**config.mk**
```make
export PLATFORM = sky130hd
export DESIGN_NAME = pipe_skid_stage
export DESIGN_NICKNAME = d
export VERILOG_FILES = /design/src/rtl/pipe_pkg.sv /design/src/rtl/pipe_skid_stage.sv
export SDC_FILE = /design/constraint.sdc
export NUM_CORES = 1
export LEC_CHECK = 0
export ABC_CLOCK_PERIOD_IN_PS = 5000
export CAP_MARGIN = 5
export CORE_ASPECT_RATIO = 2
export CORE_MARGIN = 2
export CORE_UTILIZATION = 44
export CTS_CLUSTER_SIZE = 10
export DETAILED_ROUTE_END_ITERATION = 10
export PLACE_DENSITY = 0.71
export SLEW_MARGIN = 20
export SYNTH_ARGS = -nofsm -noshare
export SYNTH_HDL_FRONTEND = slang
export SYNTH_SLANG_ARGS = --single-unit
```
**constraint.sdc**
```tcl
create_clock -name clk -period 5 [get_ports clk]
set_clock_uncertainty 0.2 [all_clocks]
set_input_delay 0.75 -clock clk [delete_from_list [all_inputs] [get_ports clk]]
set_output_delay 0.75 -clock clk [all_outputs]
set_load 0.02 [all_outputs]
```
**src/rtl/pipe_pkg.sv**
```systemverilog
// pipe_pkg: shared state encoding and helpers for pipeline skid stages
package pipe_pkg;

    typedef enum logic [1:0] {
        EMPTY = 2'd0,
        ONE   = 2'd1,
        FULL  = 2'd2
    } pipe_state_t;

    // The unused code 2'd3 is treated as EMPTY so a corrupted register drains safely
    function automatic pipe_state_t decode_state(input pipe_state_t s);
        return (s == ONE || s == FULL) ? s : EMPTY;
    endfunction

    function automatic logic [1:0] occupancy(input pipe_state_t s);
        return (s == FULL) ? 2'd2 : (s == ONE) ? 2'd1 : 2'd0;
    endfunction

endpackage

```
**src/rtl/pipe_skid_stage.sv**
```systemverilog
// pipe_skid_stage: valid/ready pipeline register with 2-entry skid buffer and flush
module pipe_skid_stage
    import pipe_pkg::*;
#(
    parameter int DATA_W        = 64,
    parameter bit ZERO_ON_FLUSH = 1
) (
    input  logic              clk,
    input  logic              rst,
    input  logic              flush,
    input  logic              in_valid,
    output logic              in_ready,
    input  logic [DATA_W-1:0] in_data,
    output logic              out_valid,
    input  logic              out_ready,
    output logic [DATA_W-1:0] out_data,
    output logic [1:0]        count
);

    pipe_state_t       state, state_d, cur;
    logic [DATA_W-1:0] main_data, main_d, skid_data, skid_d;
    logic              in_fire, out_fire;

    assign cur       = decode_state(state);
    assign in_ready  = (cur != FULL);
    assign out_valid = (cur != EMPTY);
    assign out_data  = main_data;
    assign count     = occupancy(cur);
    assign in_fire   = in_valid & in_ready;
    assign out_fire  = out_valid & out_ready;

    // Next state and payload: flush squashes everything, otherwise FIFO handshake moves
    always_comb begin
        state_d = cur;
        main_d  = main_data;
        skid_d  = skid_data;
        if (flush) begin
            state_d = EMPTY;
            main_d  = ZERO_ON_FLUSH ? '0 : main_data;
            skid_d  = ZERO_ON_FLUSH ? '0 : skid_data;
        end else begin
            case (cur)
                ONE: begin
                    if (in_fire && out_fire) begin
                        main_d = in_data;
                    end else if (in_fire) begin
                        state_d = FULL;
                        skid_d  = in_data;
                    end else if (out_fire) begin
                        state_d = EMPTY;
                    end
                end
                FULL: begin
                    if (out_fire) begin
                        state_d = ONE;
                        main_d  = skid_data;
                    end
                end
                default: begin
                    if (in_fire) begin
                        state_d = ONE;
                        main_d  = in_data;
                    end
                end
            endcase
        end
    end

    // State and payload registers; reset always clears payload to a NOP
    always_ff @(posedge clk) begin
        if (!rst) begin
            state     <= EMPTY;
            main_data <= '0;
            skid_data <= '0;
        end else begin
            state     <= state_d;
            main_data <= main_d;
            skid_data <= skid_d;
        end
    end

    illegal_state_code: assert property (@(posedge clk) disable iff (!rst)
        (state == EMPTY || state == ONE || state == FULL));

endmodule

```
* Word-level counts from Yosys, hierarchy flattened *
Cells that the tools add are included.

operators by class
  eq/ne operators = 7
  muxes and demuxes = 13
  bitwise operators = 4
  reductions and logical operators = 7

operators by type and width
  cell                                                                     number
  64-bit two-way mux                                                       3
  64-bit case mux with 2 select lines                                      1
  2-bit two-way mux                                                        7
  3-bit AND reduction                                                      2
  2-bit by 1-bit equality test with 1-bit output, second input constant    2
  2-bit equality test, second input constant                               2
  2-bit inequality test, second input constant                             2
  2-bit case mux with 2 select lines                                       1
  3-bit nonzero test                                                       1
  1-bit bitwise AND                                                        2
  2-bit by 1-bit inequality test with 1-bit output, second input constant  1
  1-bit NOT                                                                2
  2-bit nonzero test                                                       1
  2-bit OR reduction                                                       1
  1-bit logical AND                                                        1
  1-bit logical OR                                                         1
  1-bit two-way mux                                                        1

word-level totals
  bits in registers = 130
  output and inout bits = 68
  logic and storage cells = 34

* Longest topological paths before layout *
  depth in word-level cells = 9
  gate-level depth with buffers = 9

* Worst setup path before layout *
No wires, ideal clock.

  kind = reg-to-output
  from = register state[0]
  to = output in_ready
  arrival = 1.381 ns
  slack = 2.669 ns
  cell stages (with the launch flop) = 7
  path buffers = 3
  cells stage by stage = dfxtp_1 -> inv_1 -> ha_1 -> buf_4 -> buf_4 -> buf_2 -> inv_1

between the ends
  longest elaborated chain between the ends = 4

ends and longest elaborated chain
  what                                                                                   line                   RTL
  start, declared                                                                        pipe_skid_stage.sv:20  pipe_state_t state, state_d, cur;
  start signal, assigned                                                                 pipe_skid_stage.sv:76  state <= state_d;
  2-bit by 1-bit equality test with 1-bit output or 2-bit equality test (tied branches)  pipe_pkg.sv:12         return (s == ONE || s == FULL) ? s : EMPTY;
  1-bit logical OR                                                                       pipe_pkg.sv:12
  2-bit two-way mux *                                                                    pipe_pkg.sv:12
  2-bit inequality test *                                                                pipe_skid_stage.sv:25  assign in_ready = (cur != FULL);
  end, declared                                                                          pipe_skid_stage.sv:12  output logic in_ready,

Every way passes the cells marked *; elsewhere a longest branch is shown, timed or not.

* Worst setup path in the final report *
  from = register state[0]
  to = output count[1]

between the ends
  longest elaborated chain between the ends = 5

ends and longest elaborated chain
  what                                                                                   line                   RTL
  2-bit by 1-bit equality test with 1-bit output or 2-bit equality test (tied branches)  pipe_pkg.sv:12
  1-bit logical OR                                                                       pipe_pkg.sv:12
  2-bit two-way mux *                                                                    pipe_pkg.sv:12
  2-bit equality test *                                                                  pipe_pkg.sv:16         return (s == FULL) ? 2'd2 : (s == ONE) ? 2'd1 : 2'd0;
  2-bit two-way mux *                                                                    pipe_pkg.sv:16
  end, declared                                                                          pipe_skid_stage.sv:17  output logic [1:0] count

Marks and branches as above.

==> impl_metrics.env <==
export IMPL_wl_per_cell_um=17.3
export IMPL_yosys_area_top_type_share=0.463
export IMPL_grt_start_max_net_pins=79
export IMPL_stdcell_count=864
export IMPL_synth_top_family_by_area="compound AO/OA/AOI/OAI gates"
export IMPL_core_area_mm2=0.0126
export IMPL_hold_path_depth=2
export IMPL_worstPathRequired_ns=4.05
export IMPL_synthAdderAreaFrac=0.00668
export IMPL_cp_arrival_ns=2.09
export IMPL_ant_nets=0
export IMPL_drt_iter0_drc=216
export IMPL_grt_pass1_vias=4843
export IMPL_rrSetupSlack_ns=2.34
export IMPL_cp_end_kind="output pin"
export IMPL_htree_levels=4
export IMPL_rsz0062_at_grt="no"
export IMPL_yosysUniqueCellTypes=25
export IMPL_critPathKind="reg2out"
export IMPL_grtUsageTotal=0.216
export IMPL_crit_fanout=33
export IMPL_synth_net_count=666
export IMPL_synth_area_leader_cell="dfxtp_1"
export IMPL_powerDensity_mw_per_mm2=350
export IMPL_n_antenna_cell=0
export IMPL_multi_input_area_mm2=0.00272
export IMPL_vias_per_cell=5.54
export IMPL_fin_crit_ns=3.04
export IMPL_rows=58
export IMPL_io_pins=137
export IMPL_die_height_um=164
export IMPL_mostFrequentLayoutCell="clkdlybuf4s50_1"
export IMPL_crit_start="state[0]"
export IMPL_vias=4790
export IMPL_yosysWarningCount=0
export IMPL_critPathCapture="count[1]"
export IMPL_placed_cells=831
export IMPL_grt_ovfl_total=0
export IMPL_synth_area_leaders="dfxtp_1 (46%), a211oi_2 (13%), mux2i_1 (11%), nand2_1 (8.6%), nor3_1 (5.8%)"
export IMPL_area_delta_synth_final_pct=34.8
export IMPL_vdd_drop_max_v=0.000250
export IMPL_clkLatencyLatePin_ns=0.41
export IMPL_mostFrequentLayoutCells="clkdlybuf4s50_1 (136), dfxtp_1 (130), nand2_1 (129)"
export IMPL_fill_cells=1066
export IMPL_cts_buffer_depth=2
export IMPL_p_total_mw=2.65
export IMPL_cts_tree="built"
export IMPL_hpwlAfterDp_um=9350
export IMPL_cts_root_buf="clkbuf_16"
export IMPL_status="complete, no violations"
export IMPL_clkTransAtPathRegs_ns=0.06
export IMPL_drv_slew=0
export IMPL_io_buffers=136
export IMPL_gp_congestion=0.795
export IMPL_regArea_mm2=0.00260
export IMPL_drt_pass1_iter_count=5
export IMPL_grt_pass1_wl_um=23600
export IMPL_slew_headroom=0.488
export IMPL_synth_xor_area_frac=0.00156
export IMPL_finalSetupViolations=0
export IMPL_cts_resized=0
export IMPL_start_util=0.448
export IMPL_synth_mux_area_frac=0.114
export IMPL_syn_inst=594
export IMPL_drive_above_1_share=0.150
export IMPL_synth_simple_gate_area_frac=0.156
export IMPL_worst_setup_path_start_kind="flop"
export IMPL_r2r_start="state[0]"
export IMPL_cts_setup_buffers=0
export IMPL_nets=773
export IMPL_holdCritPathClass="reg2reg"
export IMPL_ys_ff_latch=130
export IMPL_cts_buffers=17
export IMPL_die_area_mm2=0.0138
export IMPL_reg2regPathDepth=7
export IMPL_synth_compound_area_frac=0.201
export IMPL_maxCapViolCount=0
export IMPL_antenna_found_initial=0
export IMPL_avgSynthCellArea_um2=9.46
export IMPL_ys_seq_area_frac=0.463
export IMPL_tightest_slew_ns=0.769
export IMPL_setup_tns_ns=0
export IMPL_hold_violations=0
export IMPL_clkSinkCount=130
export IMPL_die_w_um=83.9
export IMPL_wl_um=15000
export IMPL_p_leak_nw=2.35
export IMPL_max_freq_mhz=329
export IMPL_r2r_end="skid_data[14]"
export IMPL_netlist_area_mm2=0.00562
export IMPL_route_detailed_drc=0
export IMPL_design_area_mm2=0.00758
export IMPL_ctsHoldBuffers=0
export IMPL_placed_area_mm2=0.00696
export IMPL_period_share=0.608
-- critical path: stages (launching register included) --
cell	delay, ns
dfxtp_1	0.33
inv_1	0.10
ha_4	0.52
clkdlybuf4s50_1	0.72
-- Yosys cell counts --
master      n
xnor2_1     1
a211oi_2   60
inv_1       5
clkbuf_1   20
nor2b_4     1
o21a_1      1
nor2b_1     1
mux2i_1    64
nor3_4      1
o21ai_0     2
nand2b_1    1
buf_6       7
a211oi_1    4
nand3_1     1
buf_2      26
ha_1        3
and3_1      1
dfxtp_1   130
or3_1       1
or2_1       1
a31oi_1     2
nor3_1     65
nand2_1   129
a21oi_1    64
buf_4       3
-- cell families after synthesis --
family,Yosys count
simple gates,202
compound gates,133
mux,64
buf+inv,61
fa+ha+maj,3
flops,130
xor+xnor,1
-- per-stage QoR --
stage                     setup WS [ns]  utilization  hold WS, ns
after floorplan                    2.67            -        0.236
after global placement             1.87        0.554        0.241
after detailed placement           1.81        0.554        0.246
after CTS                          1.92        0.602        0.254
after global routing               1.87        0.604        0.266
final                              1.96        0.604        0.254
-- per-layer routing --
metal | wire [um] | track usage | vias to the layer above
met2 | 8100 | 0.396 | 149
met5 | 0 | 0 | -
met1 | 5600 | 0.223 | 2300
met4 | 691 | 0.130 | 0
li1 | - | - | 2300
met3 | 598 | 0.0447 | 41
-- sequential cells by signal (all words and copies together), names as in the netlist --
register   flops
skid_data     64
state          2
out_data      64
-- worst min path at each step --
| stage | startpoint | endpoint | slack (ns) |
|---|---|---|---|
| 6_report | skid_data[13] | skid_data[13] | 0.25 |
| 5_1_grt | skid_data[28] | skid_data[28] | 0.27 |
| 3_3_place_gp | skid_data[60] | skid_data[60] | 0.24 |
| 2_1_floorplan | skid_data[0] | skid_data[0] | 0.24 |
| 3_5_place_dp | skid_data[61] | skid_data[61] | 0.25 |
| 4_1_cts | skid_data[61] | skid_data[61] | 0.25 |
-- cell type report --
type	count	share of cell area
multi-input combinational	403	0.359
sequential	130	0.343
timing repair buffer	144	0.191
clock buffer	19	0.0584
tap	150	0.0248
clock inverter	13	0.0213
inverter	5	0.00248
-- where the power goes --
part           switching, mW  leakage (nW)  internal (mW)  total (mW)
combinational          0.166          1.01          0.143       0.309
sequential            0.0185          1.06           1.07        1.08
clock                  0.461         0.285          0.795        1.26
Power figures use the tool's default switching activity.
